--- src/rtl/abc_pkg.sv ---
// rtl/abc_pkg.sv - shared constants and state encodings for the abc serial byte repeater
package abc_pkg;

   localparam logic MARKING   = 1'b1;
   localparam logic START_BIT = 1'b0;
   localparam logic STOP_BIT  = 1'b1;
   localparam int   DATA_BITS = 8;

   typedef enum logic [1:0] {
      R_IDLE,
      R_START,
      R_DATA,
      R_STOP
   } rx_state_t;

   typedef enum logic [1:0] {
      T_IDLE,
      T_START,
      T_DATA,
      T_STOP
   } tx_state_t;

endpackage

--- src/rtl/abc_rx.sv ---
// rtl/abc_rx.sv - rxd synchroniser and oversampling 8N1 receiver; emits a byte with a one-clock valid pulse
module abc_rx
   import abc_pkg::*;
#(
   parameter int RX_OVERSAMPLE = 16
) (
   input  logic                 clock,
   input  logic                 reset_,
   input  logic                 rxd,
   output logic [DATA_BITS-1:0] data,
   output logic                 valid
);

   localparam int              CW        = $clog2(RX_OVERSAMPLE);
   localparam logic [CW-1:0]   HALF_LAST = CW'(RX_OVERSAMPLE / 2 - 1);
   localparam logic [CW-1:0]   FULL_LAST = CW'(RX_OVERSAMPLE - 1);

   logic                 sync1;
   logic                 rxs;
   rx_state_t            state;
   logic [CW-1:0]        cnt;
   logic [2:0]           bit_cnt;
   logic [DATA_BITS-1:0] shift;

   always_ff @(posedge clock or negedge reset_) begin
      if (!reset_) begin
         sync1   <= MARKING;
         rxs     <= MARKING;
         state   <= R_IDLE;
         cnt     <= '0;
         bit_cnt <= '0;
         shift   <= '0;
         data    <= '0;
         valid   <= 1'b0;
      end else begin
         sync1 <= rxd;
         rxs   <= sync1;
         valid <= 1'b0;
         case (state)
            R_IDLE: begin
               if (rxs == START_BIT) begin
                  state   <= R_START;
                  cnt     <= '0;
                  bit_cnt <= '0;
               end
            end
            R_START: begin
               // A start bit that is gone by mid-bit is a glitch, not a frame.
               if (cnt == HALF_LAST) begin
                  cnt   <= '0;
                  state <= (rxs == START_BIT) ? R_DATA : R_IDLE;
               end else begin
                  cnt <= cnt + 1'b1;
               end
            end
            R_DATA: begin
               if (cnt == FULL_LAST) begin
                  cnt     <= '0;
                  shift   <= {rxs, shift[DATA_BITS-1:1]};
                  bit_cnt <= bit_cnt + 1'b1;
                  if (bit_cnt == 3'(DATA_BITS - 1)) begin
                     state <= R_STOP;
                  end
               end else begin
                  cnt <= cnt + 1'b1;
               end
            end
            R_STOP: begin
               if (cnt == FULL_LAST) begin
                  cnt   <= '0;
                  state <= R_IDLE;
                  if (rxs == STOP_BIT) begin
                     data  <= shift;
                     valid <= 1'b1;
                  end
               end else begin
                  cnt <= cnt + 1'b1;
               end
            end
            default: state <= R_IDLE;
         endcase
      end
   end

endmodule

--- src/rtl/abc.sv ---
// rtl/abc.sv - serial byte repeater: slow 8N1 receiver feeding a one-byte holding register and fast 8N1 transmitter
module abc
   import abc_pkg::*;
#(
   parameter int RX_OVERSAMPLE = 16,
   parameter int TX_BIT_CYCLES = 1
) (
   input  logic clock,
   input  logic reset_,
   input  logic rxd,
   output logic txd
);

   localparam int            TCW     = (TX_BIT_CYCLES > 1) ? $clog2(TX_BIT_CYCLES) : 1;
   localparam logic [TCW-1:0] TX_LAST = TCW'(TX_BIT_CYCLES - 1);

   logic [DATA_BITS-1:0] rx_data;
   logic                 rx_valid;
   logic [DATA_BITS-1:0] hold;
   logic                 full;
   tx_state_t            tx_state;
   logic [DATA_BITS-1:0] shift;
   logic [TCW-1:0]       cyc;
   logic [2:0]           bit_cnt;
   logic                 bit_end;
   logic                 load;

   abc_rx #(
      .RX_OVERSAMPLE(RX_OVERSAMPLE)
   ) u_rx (
      .clock (clock),
      .reset_(reset_),
      .rxd   (rxd),
      .data  (rx_data),
      .valid (rx_valid)
   );

   // Loading straight out of the stop bit lets a waiting byte go back-to-back.
   always_comb begin
      bit_end = (cyc == TX_LAST);
      load    = full && ((tx_state == T_IDLE) || ((tx_state == T_STOP) && bit_end));
   end

   always_ff @(posedge clock or negedge reset_) begin
      if (!reset_) begin
         hold     <= '0;
         full     <= 1'b0;
         tx_state <= T_IDLE;
         shift    <= '0;
         cyc      <= '0;
         bit_cnt  <= '0;
         txd      <= MARKING;
      end else begin
         // A receiver write on the load clock wins, keeping the new byte pending.
         if (rx_valid) begin
            hold <= rx_data;
            full <= 1'b1;
         end else if (load) begin
            full <= 1'b0;
         end

         if (load) begin
            shift    <= hold;
            tx_state <= T_START;
            txd      <= START_BIT;
            cyc      <= '0;
         end else begin
            case (tx_state)
               T_IDLE: txd <= MARKING;
               T_START: begin
                  if (bit_end) begin
                     cyc      <= '0;
                     bit_cnt  <= '0;
                     txd      <= shift[0];
                     tx_state <= T_DATA;
                  end else begin
                     cyc <= cyc + 1'b1;
                  end
               end
               T_DATA: begin
                  if (bit_end) begin
                     cyc <= '0;
                     if (bit_cnt == 3'(DATA_BITS - 1)) begin
                        txd      <= STOP_BIT;
                        tx_state <= T_STOP;
                     end else begin
                        bit_cnt <= bit_cnt + 1'b1;
                        shift   <= {1'b0, shift[DATA_BITS-1:1]};
                        txd     <= shift[1];
                     end
                  end else begin
                     cyc <= cyc + 1'b1;
                  end
               end
               T_STOP: begin
                  if (bit_end) begin
                     cyc      <= '0;
                     tx_state <= T_IDLE;
                  end else begin
                     cyc <= cyc + 1'b1;
                  end
               end
               default: tx_state <= T_IDLE;
            endcase
         end
      end
   end

endmodule

--- config.mk ---
export PLATFORM = sky130hd
export DESIGN_NAME = abc
export DESIGN_NICKNAME = d
export VERILOG_FILES = /design/src/rtl/abc_pkg.sv /design/src/rtl/abc_rx.sv /design/src/rtl/abc.sv
export SDC_FILE = /design/constraint.sdc
export NUM_CORES = 1
export LEC_CHECK = 0
export BUFFER_PORTS_ARGS = -buffer_cell sky130_fd_sc_hd__buf_2
export CAP_MARGIN = 20
export CELL_PAD_IN_SITES_DETAIL_PLACEMENT = 0
export CELL_PAD_IN_SITES_GLOBAL_PLACEMENT = 1
export CORE_AREA = 2 2 69 71
export CTS_CLUSTER_DIAMETER = 100
export DETAILED_ROUTE_END_ITERATION = 6
export DIE_AREA = 0 0 71 73
export PLACE_DENSITY = 0.78
export RECOVER_POWER = 25
export SLEW_MARGIN = 10
export SYNTH_ARGS = -nofsm -noshare
export SYNTH_HDL_FRONTEND = slang
export SYNTH_SLANG_ARGS = --single-unit
--- constraint.sdc ---
create_clock -name clock -period 2.5 [get_ports clock]
set_clock_uncertainty 0.1 [all_clocks]
set_input_delay 0.125 -clock clock [delete_from_list [all_inputs] [get_ports clock]]
set_output_delay 0.125 -clock clock [all_outputs]
set_load 0.005 [all_outputs]
==> results of run 1 <==
[what timing repair did]
item                                   in CTS  in global routing
setup endpoints to repair                   0                  0
hold buffers                                2                  0
buffers inserted                            0                  0
endpoints found under the hold margin      17                  0
[synthesized netlist by cell type (all sizes together)]
cell	number	area, sq um
dfrtp	48	1200
mux2	25	282
nor2	12	45.0
inv	10	37.5
mux2i	10	100
ha	9	113
a21oi	8	40.0
nor2b	7	43.8
o21ai	7	35.0
buf	6	37.5
clkbuf	5	20.0
nand2	4	15.0
nand2b	4	25.0
nor3	4	31.3
o22ai	4	25.0
dfstp	3	78.8
nand3	3	15.0
a211oi	2	15.0
a21o	2	15.0
a22oi	2	15.0
a31o	2	17.5
a31oi	2	12.5
nand4	2	18.8
o21a	2	15.0
a211o	1	8.76
a21bo	1	10.0
a221o	1	10.0
a32oi	1	8.76
and2	1	7.51
o211a	1	10.0
xnor2	1	8.76
[power groups by stage]
stage | combinational [mW] | clock (mW) | sequential (mW)
global placement | 0.626 | 0 | 1.12
global route | 0.756 | 0.715 | 1.14
finish | 0.661 | 0.662 | 1.12
detailed placement | 0.658 | 0 | 1.14
CTS | 0.666 | 0.680 | 1.12
floorplan | 0.639 | 0 | 1.04
[state kept, by name, indices dropped and copies added (netlist names), named ones only]
name / flops
hold: 8
u_rx.bit_cnt: 3
u_rx.shift: 8
full: 1
u_rx.state: 1
tx_state: 2
u_rx.cnt: 4
txd: 1
u_rx.rxs: 1
u_rx.valid: 1
u_rx.data: 8
u_rx.sync1: 1
shift: 8
bit_cnt: 3
[path summary, 6_finish.rpt]
path                              from  cells after the start            to
max                        u_rx.cnt[0]                      4  u_rx.data[7]
min                         u_rx.sync1                      0      u_rx.rxs
max in group asynchronous       reset_                      3       hold[6]
max reg2reg                u_rx.cnt[0]                      4  u_rx.data[7]
min reg2reg                 u_rx.sync1                      0      u_rx.rxs
min in group asynchronous       reset_                      2   tx_state[1]
[stage by stage]
| stage | utilization | cells | total power [mW] | setup WS, ps | instance area, sq um |
|---|---|---|---|---|---|
| floorplan | - | 190 | 1.68 | 809 | 2320 |
| global placement | 0.520 | 238 | 1.75 | 608 | 2360 |
| detailed placement | 0.520 | 238 | 1.79 | 572 | 2360 |
| CTS | 0.554 | 248 | 2.47 | 548 | 2510 |
| global route | 0.554 | 248 | 2.61 | 399 | 2510 |
| finish | 0.554 | 248 | 2.45 | 544 | 2510 |
[cell type report]
cell class                      count  area [sq um]
Clock buffer                        5          68.8
Tap cell                           54          67.6
Timing Repair Buffer                7          48.8
Sequential cell                    51          1280
Inverter                           10          37.5
Fill cell                         383          2020
Multi-Input combinational cell    118           942
Clock inverter                      3          67.6
[logic make-up (layout without fill, tap and decap cells)]
kind of cell             after synthesis  in the layout  share of synthesized area
flip-flops                            51             51                      0.552
AND/OR/NAND/NOR                       37             37                     0.0869
AO/OA/AOI/OAI                         36             36                      0.103
multiplexers                          35             35                      0.165
buffers and inverters                 21             25                     0.0410
adder cells (fa/ha/maj)                9              9                     0.0486
XOR/XNOR                               1              1                    0.00378
[routing by layer]
metal  GRT usage  share of wire
met5           0              0
met3      0.0456          0.028
met1       0.225           0.50
met2       0.237           0.47
met4      0.0377         0.0022
[worst max-delay path: cells and delay by family (launching register included)]
family                     cells  cell delay, ps
muxes                          1             390
and+or+nand+nor                2             580
adders and majority gates      1             330
DFF                            1             440
==> flow_metrics.env, run 1 <==
export IMPL_fp_coreArea_sq_mm=0.00454
export IMPL_wirelength_microns=3640
export IMPL_status="complete, no violations"
export IMPL_first_pass_iters=4
export IMPL_core_rowCount=25
export IMPL_slowest_stage="dfrtp_1"
export IMPL_hold_viol_final=0
export IMPL_finalSetupViolCount=0
export IMPL_tritoncts="done"
export IMPL_drc_errors=0
export IMPL_nets=205
export IMPL_io_buffers=3
export IMPL_worst_hold_slack_ps=261
export IMPL_syn_nets=202
export IMPL_syn_to_final_growth_pct=8.42
export IMPL_drt_iter0_markers=89
export IMPL_rsz0062_at_grt="false"
export IMPL_fmax_mhz=511
export IMPL_tightest_slew_ps=1130
export IMPL_p_switching_mw=0.762
export IMPL_min_period_over_period=0.782
export IMPL_antenna_found_initial=0
export IMPL_cts_sinks=51
export IMPL_clk_path_buf_depth=2
export IMPL_finalCriticalPeriod_ps=1960
export IMPL_cap_violations=0
export IMPL_max_stage_delay_ps=440
export IMPL_place_congestion=0.806
export IMPL_dpl_hpwl_microns=2570
export IMPL_layout_common_cells="48 x dfrtp_1, 25 x mux2_2, 12 x nor2_1"
export IMPL_seqPwrFrac=0.459
export IMPL_clock_root_buffer="clkbuf_8"
export IMPL_layout_commonest_cell="dfrtp_1"
export IMPL_synth_seq_area_share=0.552
export IMPL_worstPathMaxFanout=9
export IMPL_cp_arrival_ps=2040
export IMPL_wire_per_inst_microns=14.7
export IMPL_vias_per_cell=5.56
export IMPL_leakagePower_nw=1.27
export IMPL_combPwrFrac=0.270
export IMPL_power_frac_clock=0.271
export IMPL_cp_required_ps=2580
export IMPL_grt_max_degree=33
export IMPL_worstPathCellList="ha_1 > nand4_2 > nor3_4 > mux2_2"
export IMPL_powerDensity_mw_per_mm2=973
export IMPL_ant_nets=0
export IMPL_numCtsBuffers=5
export IMPL_cts_max_level=2
export IMPL_vias=1378
export IMPL_clock_latency_ps=300
export IMPL_ys_ff_latch=51
export IMPL_drive_above_1_share=0.237
export IMPL_worst_ir_drop_vdd_mv=0.380
export IMPL_pin_count=4
export IMPL_grtUsageTotal=0.157
export IMPL_netlist_instances=190
export IMPL_setup_worst_path_start_class="register"
export IMPL_grt_pass1_vias=1344
export IMPL_syn_area_sq_mm=0.00232
export IMPL_switching_share=0.312
export IMPL_finalSetupTns_ps=0
export IMPL_die_x_microns=71
export IMPL_dieArea_sq_mm=0.00518
export IMPL_grt_pass1_wl_microns=6380
export IMPL_globalRouteOverflowTotal=0
export IMPL_max_slew_margin=0.244
export IMPL_die_height_microns=73
export IMPL_p_int_mw=1.68
export IMPL_synth_avg_cell_area_sq_um=12.2
export IMPL_cts_reportedPaths_clkPinSlew_ps=90
export IMPL_min_path_type="register to register"
export IMPL_r2r_slack_ps=540
export IMPL_num_antenna_cells=0
export IMPL_yosys_cell_types_count=35
export IMPL_finalMaxSlewViolations=0
export IMPL_critPathKind="register to register"
export IMPL_end_kind="register"
export IMPL_initial_core_util=0.511
export IMPL_ctsResizeCount=0
export IMPL_ys_warn_count=0
Power figures use the tool's default switching activity.
==> inputs of run 2 (changes only) <==
--- a/config.mk
+++ b/config.mk
@@ -5,15 +5,16 @@
 export SDC_FILE = /design/constraint.sdc
 export NUM_CORES = 1
 export LEC_CHECK = 0
+export ABC_AREA = 1
 export BUFFER_PORTS_ARGS = -buffer_cell sky130_fd_sc_hd__buf_2
 export CAP_MARGIN = 20
 export CELL_PAD_IN_SITES_DETAIL_PLACEMENT = 0
 export CELL_PAD_IN_SITES_GLOBAL_PLACEMENT = 1
-export CORE_AREA = 2 2 69 71
+export CORE_AREA = 2 2 75 77
 export CTS_CLUSTER_DIAMETER = 100
 export DETAILED_ROUTE_END_ITERATION = 6
-export DIE_AREA = 0 0 71 73
-export PLACE_DENSITY = 0.78
+export DIE_AREA = 0 0 77 79
+export PLACE_DENSITY = 0.7
 export RECOVER_POWER = 25
 export SLEW_MARGIN = 10
 export SYNTH_ARGS = -nofsm -noshare
==> constraint.sdc (replaced) <==
create_clock -name clock -period 1.7 [get_ports clock]
set_clock_uncertainty 0.1 [all_clocks]
set_input_delay 0.085 -clock clock [delete_from_list [all_inputs] [get_ports clock]]
set_output_delay 0.085 -clock clock [all_outputs]
set_load 0.005 [all_outputs]
==> run 2 against run 1 <==
Sequential power up 24%. Flip-flop and latch count unchanged. Area after synthesis down 3.2%. Worst hold slack worse by 2.7 ps. Clock-buffer cell count unchanged. Maximum frequency up 22%. Global-route usage down 1.6 points. First-iteration DRC count down 33%. Largest power group unchanged. Critical path type unchanged. Register-to-register slack worse by 440 ps. Synthesized cell count up 19%. Via count up 9.6%.
==> flow_metrics.env, run 2 <==
export IMPL_synth_top_area_frac=0.535
export IMPL_synthTopCellsByCount="48 x dfrtp_1, 45 x nand2_1, 25 x inv_1"
export IMPL_powerDensity_mw_per_mm2=1010
export IMPL_max_slew_margin=0.267
export IMPL_synth_async_reset_ratio=1.00
export IMPL_wirelength_microns=3730
export IMPL_end_kind="register"
export IMPL_min_period_over_period=0.939
export IMPL_fp_coreArea_sq_mm=0.00534
export IMPL_dpl_hpwl_microns=2410
export IMPL_cp_arrival_ps=1690
export IMPL_wire_per_inst_microns=11.8
export IMPL_clk_path_buf_depth=2
export IMPL_finalSetupViolCount=0
export IMPL_leakagePower_nw=1.24
export IMPL_ys_ff_latch=51
export IMPL_dpl_worst_slack_ps=80.4
export IMPL_fill_cells=541
export IMPL_finalMaxSlewViolations=0
export IMPL_syn_to_final_growth_pct=14.7
export IMPL_synth_edf_count=0
export IMPL_ys_flop_type="dfrtp_1"
export IMPL_globalRouteOverflowTotal=0
export IMPL_tightest_slew_ps=1100
export IMPL_core_rowCount=27
export IMPL_first_pass_iters=4
export IMPL_netlist_instances=226
export IMPL_die_height_microns=79
export IMPL_final_cells=317
export IMPL_syn_nets=238
export IMPL_die_x_microns=77
export IMPL_grt_max_degree=52
export IMPL_clock_root_buffer="clkbuf_8"
export IMPL_grt_pass1_wl_microns=6710
export IMPL_dp_cells=302
export IMPL_ant_nets=0
export IMPL_yosys_area_top_type="dfrtp_1"
export IMPL_io_buffers=3
export IMPL_yosys_cell_types_count=27
export IMPL_dieArea_sq_mm=0.00608
export IMPL_clock_latency_ps=310
export IMPL_place_congestion=0.703
export IMPL_num_antenna_cells=0
export IMPL_initial_core_util=0.420
export IMPL_status="complete, no violations"
export IMPL_cap_violations=0
export IMPL_drive_above_1_share=0.245
export IMPL_ys_warn_count=0
export IMPL_finalCriticalPeriod_ps=1600
export IMPL_syn_area_sq_mm=0.00224
export IMPL_worst_ir_drop_vdd_mv=0.651
export IMPL_grt_pass1_vias=1497
export IMPL_vias=1510
export IMPL_grtUsageTotal=0.141
export IMPL_tritoncts="done"
export IMPL_ff_latch_area_sq_mm=0.00128
export IMPL_worstPathMaxFanout=9
export IMPL_layout_common_cells="48 x dfrtp_1, 43 x nand2_1, 24 x inv_1"
export IMPL_synth_seq_area_share=0.571
export IMPL_fin_ws_ps=103
export IMPL_finalSetupTns_ps=0
export IMPL_pin_count=4
export IMPL_hold_viol_final=0
export IMPL_cts_max_level=2
export IMPL_cp_required_ps=1790
export IMPL_critPathKind="register to register"
export IMPL_cts_reportedPaths_clkPinSlew_ps=90
export IMPL_vias_per_cell=4.76
export IMPL_synth_most_common_cell="dfrtp_1"
export IMPL_drt_iter0_markers=60
export IMPL_drc_errors=0
export IMPL_multi_input_area_sq_um=828
export IMPL_synth_avg_cell_area_sq_um=9.93
export IMPL_nets=256
export IMPL_antenna_found_initial=0
export IMPL_synth_top_cells_by_area="dfrtp_1 54%, nand2_1 7.5%, ha_1 5.0%, o21ai_0 4.7%, inv_1 4.2%"
export IMPL_fmax_mhz=626
export IMPL_min_path_type="register to register"
export IMPL_cts_sinks=51
export IMPL_numCtsBuffers=5
export IMPL_setup_worst_path_start_class="register"
export IMPL_layout_commonest_cell="dfrtp_1"
==> run 2: changes by cell type after synthesis, sizes merged, moves of 3 or more <==
cell and change:
nand2 +44, inv +21, o21ai +38, nor3 -4, a21oi -4, nand2b -4, nand3 +4, nor2b -7
clkbuf -5, nor2 -3, mux2 -18, mux2i -10
==> run 2: critical path: stages (launching register included) <==
cell and delay [ps]:
dfrtp_1 410, inv_1 140, ha_4 230, nor2_4 190, inv_4 90, buf_4 140, o21ai_1 100, o21ai_0 80
==> run 2: report_power, final <==
part / switching (mW) / internal, mW
Sequential: 0.0936 / 1.29
Clock: 0.403 / 0.438
Combinational: 0.233 / 0.147
==> run 2: what timing repair did <==
action,4_1_cts,5_1_grt
resized for setup,0,13
setup buffers,0,3
hold endpoints to repair,52,0
endpoints found under the setup margin,0,14
hold buffers,2,0
==> run 2: cell families after synthesis <==
group,synth area share
xor gates and xnor gates,0.00390
adders and majority gates,0.0502
buffers and inverters,0.0725
DFF,0.571
AOI/OAI and AO/OA,0.144
and+or+nand+nor,0.123
muxes,0.0351
==> run 2: routing by layer <==
metal / routed length [microns] / GRT usage
met3: 82 / 0.0375
met5: 0 / 0
met1: 1860 / 0.181
met2: 1720 / 0.224
met4: 77 / 0.0643
==> run 2: worst paths after layout <==
| path | from | slack [ps] | depth (start not counted) | endpoint |
|---|---|---|---|---|
| min in group asynchronous | reset_ | 510 | 3 | u_rx.shift[2] |
| hold reg to reg | u_rx.sync1 | 260 | 0 | u_rx.rxs |
| max in group asynchronous | reset_ | 320 | 3 | shift[6] |
| setup / recovery | tx_state[0] | 100 | 7 | shift[1] |
| hold / removal | u_rx.sync1 | 260 | 0 | u_rx.rxs |
| setup reg to reg | tx_state[0] | 100 | 7 | shift[1] |
==> run 2: layout make-up <==
cell class / count / area share
multi-input cells: 137 / 0.322
repair buffers: 15 / 0.0482
clock inverters: 3 / 0.0170
clock buffers: 5 / 0.0268
well taps: 72 / 0.0350
inverters: 32 / 0.0477
flip-flops and latches: 51 / 0.498
repair inverters: 2 / 0.00584
==> run 2: per-stage QoR <==
stage          power [mW]   util  hold slack, ps  cell area (sq um)
3_3_place_gp         1.79  0.447           -3.16               2380
6_report             2.61  0.482             259               2570
4_1_cts              2.65  0.471             188               2520
3_5_place_dp         1.79  0.447           -4.17               2380
5_1_grt              2.79  0.482             268               2570
2_1_floorplan        1.68      -            -311               2240
